`config.mk`:
```
export PLATFORM = sky130hd
export DESIGN_NAME = pingpong_rd_ctrl_flat
export DESIGN_NICKNAME = d
export VERILOG_FILES = /design/src/rtl/pingpong_rd_ctrl_if.sv /design/src/rtl/pingpong_rd_ctrl.sv /design/src/flat_wrapper.sv
export SDC_FILE = /design/constraint.sdc
export NUM_CORES = 1
export LEC_CHECK = 0
export BUFFER_PORTS_ARGS = -buffer_cell sky130_fd_sc_hd__buf_2
export CELL_PAD_IN_SITES_DETAIL_PLACEMENT = 2
export CELL_PAD_IN_SITES_GLOBAL_PLACEMENT = 2
export CORE_ASPECT_RATIO = 1.2
export CORE_MARGIN = 2
export CORE_UTILIZATION = 30
export DETAILED_ROUTE_END_ITERATION = 12
export PLACE_DENSITY = 0.86
export SETUP_SLACK_MARGIN = 0.1
export SYNTH_ARGS = -nofsm -noshare
export SYNTH_HDL_FRONTEND = slang
export SYNTH_SLANG_ARGS = --single-unit
```
`constraint.sdc`:
```
create_clock -name clk -period 2.24 [get_ports clk]
set_input_delay 0.336 -clock clk [delete_from_list [all_inputs] [get_ports clk]]
set_output_delay 0.336 -clock clk [all_outputs]
set_load 0.1 [all_outputs]
```
`src/rtl/pingpong_rd_ctrl_if.sv`:
```
// Read-side bus bundle of the ping-pong buffer: bank handshake with the write side,
// RAM read port and the valid/ready output stream.
interface pingpong_rd_ctrl_if #(
  parameter int DATA_W = 14,
  parameter int ADDR_W = 10
);
  logic [1:0]        bank_full;
  logic [1:0]        bank_release;
  logic              ram_en;
  logic [ADDR_W:0]   ram_addr;
  logic [DATA_W-1:0] ram_dout;
  logic [DATA_W-1:0] m_tdata;
  logic              m_tvalid;
  logic              m_tready;
  logic              m_tlast;
  logic              rd_bank;
  logic              busy;

  modport master (
    input  bank_full, ram_dout, m_tready,
    output bank_release, ram_en, ram_addr, m_tdata, m_tvalid, m_tlast, rd_bank, busy
  );

  modport slave (
    output bank_full, ram_dout, m_tready,
    input  bank_release, ram_en, ram_addr, m_tdata, m_tvalid, m_tlast, rd_bank, busy
  );
endinterface

```
`src/rtl/pingpong_rd_ctrl.sv`:
```
// Drains full banks of the ping-pong RAM in strict 0/1 alternation and streams the words
// out; a 2-entry buffer absorbs the one-cycle RAM read latency under backpressure.
module pingpong_rd_ctrl #(
  parameter int DATA_W = 14,
  parameter int ADDR_W = 10
) (
  input  logic                   clk,
  input  logic                   rst,
  pingpong_rd_ctrl_if.master     bus
);

  localparam logic [ADDR_W-1:0] LAST_OFF = {ADDR_W{1'b1}};
  localparam logic [ADDR_W:0]   LAST_CNT = {1'b0, {ADDR_W{1'b1}}};
  localparam logic [ADDR_W:0]   DEPTH_CNT = {1'b1, {ADDR_W{1'b0}}};

  typedef enum logic [1:0] {IDLE, STREAM, DRAIN, RELEASE} state_t;

  state_t            state;
  logic              rd_bank_q;
  logic [ADDR_W-1:0] offset;
  logic [ADDR_W:0]   issue_cnt;
  logic              inflight;
  logic              inflight_last;
  logic [1:0]        occ;
  logic [DATA_W-1:0] head_data;
  logic [DATA_W-1:0] tail_data;
  logic              head_last;
  logic              tail_last;
  logic [1:0]        release_q;

  logic              issue;
  logic              pop;
  logic              push;
  logic [2:0]        pending;

  // NOTE: every signal gets a default at the top of always_comb so no path leaves it
  // unassigned; an unassigned path would infer a latch.
  always_comb begin
    pop     = 1'b0;
    push    = inflight;
    pending = {1'b0, occ} + {2'b00, inflight};
    issue   = 1'b0;
    if (occ != 2'd0 && bus.m_tready) pop = 1'b1;
    // A read may only launch if its word is guaranteed a slot when it lands next cycle.
    if (state == STREAM && issue_cnt < DEPTH_CNT && pending < (3'd2 + {2'b00, pop}))
      issue = 1'b1;
  end

  assign bus.ram_en       = issue;
  assign bus.ram_addr     = {rd_bank_q, offset};
  assign bus.m_tvalid     = (occ != 2'd0);
  assign bus.m_tdata      = head_data;
  assign bus.m_tlast      = head_last;
  assign bus.rd_bank      = rd_bank_q;
  assign bus.busy         = (state != IDLE);
  assign bus.bank_release = release_q;

  // NOTE: all state below uses non-blocking assignments so every register samples
  // pre-edge values, independent of statement order inside the block.
  always_ff @(posedge clk) begin
    if (rst) begin
      // NOTE: the two buffer entries are reset because the head drives m_tdata/m_tlast
      // directly and those must read zero out of reset.
      state         <= IDLE;
      rd_bank_q     <= 1'b0;
      offset        <= '0;
      issue_cnt     <= '0;
      inflight      <= 1'b0;
      inflight_last <= 1'b0;
      occ           <= 2'd0;
      head_data     <= '0;
      head_last     <= 1'b0;
      tail_data     <= '0;
      tail_last     <= 1'b0;
      release_q     <= 2'b00;
    end else begin
      release_q     <= 2'b00;
      inflight      <= issue;
      inflight_last <= issue && (offset == LAST_OFF);

      if (issue) begin
        issue_cnt <= issue_cnt + (ADDR_W+1)'(1);
        if (offset != LAST_OFF) offset <= offset + ADDR_W'(1);
      end

      unique case ({push, pop})
        2'b10: begin
          occ <= occ + 2'd1;
          if (occ == 2'd0) begin
            head_data <= bus.ram_dout;
            head_last <= inflight_last;
          end else begin
            tail_data <= bus.ram_dout;
            tail_last <= inflight_last;
          end
        end
        2'b01: begin
          occ       <= occ - 2'd1;
          head_data <= tail_data;
          head_last <= tail_last && (occ == 2'd2);
        end
        2'b11: begin
          if (occ == 2'd1) begin
            head_data <= bus.ram_dout;
            head_last <= inflight_last;
          end else begin
            head_data <= tail_data;
            head_last <= tail_last;
            tail_data <= bus.ram_dout;
            tail_last <= inflight_last;
          end
        end
        default: ;
      endcase

      unique case (state)
        IDLE: begin
          // Only the expected bank can start service; the other bank is never looked at.
          if (bus.bank_full[rd_bank_q]) begin
            state     <= STREAM;
            issue_cnt <= '0;
            offset    <= '0;
          end
        end
        STREAM: begin
          if (issue && issue_cnt == LAST_CNT) state <= DRAIN;
        end
        DRAIN: begin
          if (pop && head_last) begin
            state     <= RELEASE;
            release_q <= rd_bank_q ? 2'b10 : 2'b01;
          end
        end
        RELEASE: begin
          rd_bank_q <= ~rd_bank_q;
          state     <= IDLE;
        end
        default: state <= IDLE;
      endcase
    end
  end

  occ_bound_a: assert property (@(posedge clk) disable iff (rst)
    (({1'b0, occ} + {2'b00, inflight}) <= 3'd2));

  stall_stable_a: assert property (@(posedge clk) disable iff (rst)
    (bus.m_tvalid && !bus.m_tready) |=> (bus.m_tvalid && $stable(bus.m_tdata) && $stable(bus.m_tlast)));

endmodule

```
`src/flat_wrapper.sv`:
```
// flat-port wrapper written by rule: the top's interface ports become plain ports
module pingpong_rd_ctrl_flat 
#(
  parameter int DATA_W = 14,
  parameter int ADDR_W = 10
)
  (clk, rst, bus_bank_full, bus_ram_dout, bus_m_tready, bus_bank_release, bus_ram_en, bus_ram_addr, bus_m_tdata, bus_m_tvalid, bus_m_tlast, bus_rd_bank, bus_busy);
  pingpong_rd_ctrl_if #(.DATA_W(DATA_W), .ADDR_W(ADDR_W)) bus_i ();
  input  logic clk;
  input  logic rst;
  input wire logic [$bits(bus_i.bank_full)-1:0] bus_bank_full;
  input wire logic [$bits(bus_i.ram_dout)-1:0] bus_ram_dout;
  input wire logic [$bits(bus_i.m_tready)-1:0] bus_m_tready;
  output wire logic [$bits(bus_i.bank_release)-1:0] bus_bank_release;
  output wire logic [$bits(bus_i.ram_en)-1:0] bus_ram_en;
  output wire logic [$bits(bus_i.ram_addr)-1:0] bus_ram_addr;
  output wire logic [$bits(bus_i.m_tdata)-1:0] bus_m_tdata;
  output wire logic [$bits(bus_i.m_tvalid)-1:0] bus_m_tvalid;
  output wire logic [$bits(bus_i.m_tlast)-1:0] bus_m_tlast;
  output wire logic [$bits(bus_i.rd_bank)-1:0] bus_rd_bank;
  output wire logic [$bits(bus_i.busy)-1:0] bus_busy;
  assign bus_i.bank_full = bus_bank_full;
  assign bus_i.ram_dout = bus_ram_dout;
  assign bus_i.m_tready = bus_m_tready;
  assign bus_bank_release = bus_i.bank_release;
  assign bus_ram_en = bus_i.ram_en;
  assign bus_ram_addr = bus_i.ram_addr;
  assign bus_m_tdata = bus_i.m_tdata;
  assign bus_m_tvalid = bus_i.m_tvalid;
  assign bus_m_tlast = bus_i.m_tlast;
  assign bus_rd_bank = bus_i.rd_bank;
  assign bus_busy = bus_i.busy;
  pingpong_rd_ctrl #(.DATA_W(DATA_W), .ADDR_W(ADDR_W)) u_core (.clk(clk), .rst(rst), .bus(bus_i));
endmodule
```
Yosys cells after proc, flatten, opt, wreduce, memory -nomap -nowiden
Cells that the tools add are included.

Input bits: 19. Output and inout bits: 32. Register bits after elaboration: 60. Logic and storage cells: 88.

Equality and inequality tests: 17. Mux-type cells: 29. Magnitude comparators: 3. Add/subtract/negate cells: 6. Reductions and logical operators: 18. Bitwise logic cells: 3.

Operators by type and width (count): $mux W14 (4); $pmux W14 S3 (1); $mux W10 (4); $mux W11 (3); $pmux W14 S2 (1); $add A11 B1 Y11 const B (1); $eq A11 B10 Y1 const B (1); $lt A11 B11 Y1 const B (1); $add A10 B1 Y10 const B (1); $eq A10 B10 Y1 const B (1); $eq A2 B2 Y1 const B (5); $ne A10 B10 Y1 const B (1); $mux W1 (8); $mux W2 (4); $pmux W2 S4 (1); $reduce_bool A2 Y1 (4); $logic_and A1 B1 Y1 (7); $eq A2 B1 Y1 const B (3); $ne A2 B1 Y1 const B (3); $ne A2 B2 Y1 const B (3); $reduce_and A3 Y1 (2); $logic_not A2 Y1 (2); $pmux W2 S2 (1); $add A2 B1 Y3 (1); 11 further kinds (13).

Longest topological paths before layout
Depth after elaboration: 10. Depth in mapped cells: 11. Depth with buffers taken out: 9.

Worst setup path after synthesis
No wires, ideal clock.

Path kind: flip-flop to flip-flop. Start point: register u_core.offset[0]. End point: register u_core.offset[5]. Required time: 2.111 ns. Clock period less this slack: 2.375 ns. Cell stages (with the launch flop): 6. Path buffers: 0. Path slack: -0.135 ns. Arrival time: 2.246 ns. Library setup time: 0.129 ns. Path through: dfxtp_1 -> ha_1 -> nand2_1 -> nor3_1 -> nor4_1 -> mux2i_1.

Longest elaborated chain between the ends: 5. Elaborated cells between the ends (all ways): 6. Those cells by class: add/sub (1); eq/ne (1); mux (4).

RTL lines: start, declared (RTL line pingpong_rd_ctrl.sv:20) `logic [ADDR_W-1:0] offset;`; start signal, assigned (RTL line pingpong_rd_ctrl.sv:83) `if (offset != LAST_OFF) offset <= offset + ADDR_W'(1);`; $add A10 B1 Y10 / $ne A10 B10 Y1 (equally long branches) (RTL line pingpong_rd_ctrl.sv:83); $mux W10 * (RTL line pingpong_rd_ctrl.sv:83); $mux W10 * (RTL line pingpong_rd_ctrl.sv:81) `if (issue) begin`; $mux W10 (RTL line pingpong_rd_ctrl.sv:119) `if (bus.bank_full[rd_bank_q]) begin`; $mux W10 * (RTL line pingpong_rd_ctrl.sv:116) `unique case (state)`.

Mark *: on every way between the ends. The rest lies on a longest branch, timed or not. A chain may end at the register's enable or synchronous reset.

Worst setup path after layout
Start point: register u_core.occ[0]. End point: output bus_ram_en.

Longest elaborated chain between the ends: 7. Elaborated cells between the ends (all ways): 8. Those cells by class: add/sub (2); order compare (1); mux (2); reduce/logical (3).

RTL lines: start, declared (RTL line pingpong_rd_ctrl.sv:24) `logic [1:0] occ;`; start signal, assigned (RTL line pingpong_rd_ctrl.sv:88) `occ <= occ + 2'd1;`; start signal, assigned (RTL line pingpong_rd_ctrl.sv:98) `occ <= occ - 2'd1;`; $reduce_bool A2 Y1 (RTL line pingpong_rd_ctrl.sv:43) `if (occ != 2'd0 && bus.m_tready) pop = 1'b1;`; $logic_and A1 B1 Y1 (RTL line pingpong_rd_ctrl.sv:43); $mux W1 (RTL line pingpong_rd_ctrl.sv:43); $add A2 B1 Y3 (RTL line pingpong_rd_ctrl.sv:45) `if (state == STREAM && issue_cnt < DEPTH_CNT && pending < (3'd2 + {2'b00, pop}))`; $lt A3 B3 Y1 * (RTL line pingpong_rd_ctrl.sv:45); $logic_and A1 B1 Y1 * (RTL line pingpong_rd_ctrl.sv:45); $mux W1 * (RTL line pingpong_rd_ctrl.sv:45); end, declared (RTL line flat_wrapper.sv:15) `output wire logic [$bits(bus_i.ram_en)-1:0] bus_ram_en;`.

Marked as above.

==> impl_metrics.py <==
metrics = {
    "outcome": {
        "status": "finished with violations",
        "violations": "setup timing",
    },
    "global_routing": {
        "grt_max_degree": 41,
        "grt_pass1_vias": 2853,
        "grt_pass1_wl_microns": 14610,
        "track_usage_pct": 18.44,
        "antenna_found_initial": 0,
        "grt-ovfl-total": 0,
    },
    "critical_path": {
        "worst_setup_path_end_kind": "output pin",
        "crit_path_start_kind": "register",
        "worst_ep_arrival_time_ns": 1.95,
        "slowest_delay_ns": 0.37,
        "critPathKind": "reg -> out",
        "cp_cell_sequence": "ha_4 > ha_4 > or3b_4 > a21o_1 > buf_6 > inv_6 > buf_12",
        "worst_path_most_repeated_cell": "ha_4",
        "crit_required_ns": 1.90,
        "critical-path-slowest-cell": "dfxtp_4",
        "cp_max_fo": 4,
    },
    "run": {
        "maxCapViolCount": 0,
    },
    "finish": {
        "fin_util_pct": 42.30,
        "drive_gt1_share_pct": 36.53,
        "n_fill_cell": 996,
        "final_nets": 403,
        "n_antenna_cell": 0,
        "area_delta_synth_final_pct": 37.11,
        "mostFrequentLayoutCells": "49 x buf_2, 49 x dfxtp_1, 42 x nor2_1, 19 x a211oi_1, 18 x mux2i_1",
    },
    "timing": {
        "slew_headroom_pct": 41.11,
        "fmax_mhz": 437.6,
        "final.min_clock_period_ns": 2.285,
        "fin_crit_sh_pct": 102.0,
        "tightest_slew_ns": 0.8786,
        "fin_skew_ns": 0.008680,
        "timing.final.ws_setup_ns": -0.04504,
        "hold_ws_ns": 0.1974,
        "final_hold_viol_count": 0,
        "slew_viol_final": 0,
        "setup_viol": 1,
        "rsz0062_at_grt": "true",
        "tns_ns": -0.04504,
    },
    "pwr": {
        "p_leak_nw": 1.470,
        "cellPowerDensity_nw_per_um2": 1418,
        "ir_drop_mv": 1.045,
    },
    "logic_synthesis": {
        "syn_nets": 336,
        "netlist_instances": 303,
        "synth_area_sq_um": 2801,
        "synthTopCellsByArea": "dfxtp_1 43%, mux2i_1 6.8%, ha_1 6.3%",
        "synth_seq_cells": 60,
        "ys_seq_area_share_pct": 42.88,
        "yosysWarnings": 0,
        "synth_top_area_cell": "dfxtp_1",
        "yosysTopAreaCellShare_pct": 42.88,
        "synth_cell_types": 41,
        "avgSynthCellArea_sq_um": 9.246,
    },
    "die": {
        "die_area_sq_um": 10130,
        "ios": 51,
        "placement_rows": 38,
        "start_util_pct": 30.85,
        "core_sq_um": 9081,
        "die_h_microns": 109.9,
        "die_w_microns": 92.22,
    },
    "cts": {
        "postCtsHoldBufs": 0,
        "tritoncts": "done",
        "worstSkewPairLatency_ns": 0.35,
        "root_buffer": "clkbuf_8",
        "cts_max_level": 3,
        "clkSinkCount": 60,
        "max-clock-path-buffers": 2,
        "cts_inserted_buffers": 9,
        "clkSlewWorstSetupHoldPaths_ns": 0.07,
    },
    "routing": {
        "detail_route.wirelength_microns": 10110,
        "routedWlPerCell_microns": 20.41,
        "postRouteAntennaNets": 0,
        "drc_errors": 0,
        "viasPerCell": 5.230,
        "drt_first_iter_violations": 71,
        "drt_pre_antenna_iters": 5,
        "vias": 2589,
    },
    "placed_design": {
        "gp_congestion": 0.7518,
        "io_buffers": 50,
        "dp_hpwl_microns": 5703,
    },
    "worst_hold_path": {
        "holdCritPathClass": "in -> reg",
    },
}
## per-layer routing
layer  wire [microns]  part of all wire, %  GRT usage (%)
met1             3878                   38          19.72
met2             5786                   57          35.61
met3              282                  2.8          4.387
met4              157                  1.6          5.970
met5                0                    0              0
## power breakdown
part | switching (mW) | leakage (nW) | internal [mW] | total (mW)
sequential | 0.152 | 0.493 | 1.28 | 1.43
combinational | 2.07 | 0.860 | 0.744 | 2.82
clock | 0.458 | 0.117 | 0.736 | 1.19
total | 2.68 | 1.47 | 2.76 | 5.45
## worst max-delay path: cells and delay by family (launching register included)
| kind | cells | cell delay [ns] |
|---|---|---|
| and+or+nand+nor | 1 | 0.37 |
| buffers and inverters | 3 | 0.34 |
| AOI/OAI and AO/OA | 1 | 0.19 |
| adders and majority gates | 2 | 0.33 |
| DFF | 1 | 0.37 |
## worst paths after layout
path                            cells past startpoint                    end             startpoint  slack, ns
worst min register to register                      2  u_core.bus.m_tdata[1]  u_core.bus.m_tdata[1]       0.50
worst max register to register                      8    u_core.issue_cnt[7]          u_core.occ[0]       0.05
worst min-delay path                                2        u_core.inflight                    rst       0.20
worst max-delay path                                7             bus_ram_en          u_core.occ[0]      -0.05
## stage by stage
stage	instance area, sq um	instances	setup slack (ns)	total power, mW
6_report	3841	495	-0.04504	5.447
5_1_grt	3841	495	-0.08563	5.690
4_1_cts	3630	492	-0.02801	5.245
3_5_place_dp	3266	468	-0.05224	3.901
3_3_place_gp	3266	468	0.04453	3.826
2_1_floorplan	2838	303	0.1056	3.413
## state kept, by name, indices dropped and copies added (netlist names)
register,flops
u_core.state,2
u_core.tail_data,14
u_core.inflight_last,1
u_core.offset,10
u_core.bus.bank_release,2
u_core.occ,2
u_core.issue_cnt,11
u_core.inflight,1
u_core.tail_last,1
u_core.bus.m_tlast,1
u_core.bus.m_tdata,14
u_core.bus.rd_bank,1
## kinds of logic (layout without fill, tap and decap cells)
kind of cell	count (synthesis)	in the layout	share of synthesized area [%]
AND/OR/NAND/NOR	95	95	16.35
multiplexers	21	21	7.593
flip-flops	60	60	42.88
XOR/XNOR	8	8	2.501
buffers and inverters	34	106	5.270
adder cells (fa/ha/maj)	14	14	6.253
AO/OA/AOI/OAI	71	71	19.16
## synth_stat cells
cell,number
dfxtp_1,60
nor2_1,42
a211oi_1,20
mux2i_1,19
a22oi_1,15
clkbuf_1,15
ha_1,14
inv_1,14
nand2_1,14
a21oi_1,11
nand2b_1,9
nand3_1,8
xnor2_1,6
a21o_1,4
nor4_1,4
o31ai_1,4
nor3_1,3
o21ai_0,3
o41ai_1,3
or3_1,3
or3b_1,3
or4_1,3
a31oi_1,2
buf_6,2
mux2_2,2
nand4_1,2
o2111a_1,2
o311ai_1,2
xor2_1,2
a2111oi_2,1
a2111oi_4,1
and4b_1,1
buf_2,1
buf_4,1
inv_2,1
nand3b_1,1
nor2b_1,1
nor3b_1,1
o211a_1,1
o21ai_1,1
o21bai_1,1
## layout make-up
cell class / instances / area (sq um) / share of cell area (%)
clock buffer: 11 / 131.4 / 3.420
clock inverter: 5 / 100.1 / 2.606
inverter: 15 / 61.31 / 1.596
multi-input combinational: 209 / 1673 / 43.55
sequential: 60 / 1220 / 31.76
tap: 120 / 150.1 / 3.909
timing repair buffer: 75 / 505.5 / 13.16
## repair_timing
action,4_1_cts,5_1_grt
gates cloned,0,2
gates resized for setup,16,35
endpoints found under the setup margin,31,48
pin swaps,5,11
setup buffers,8,1
endpoints found under the hold margin,0,0
No activity file was read; power rests on OpenSTA's default activity.
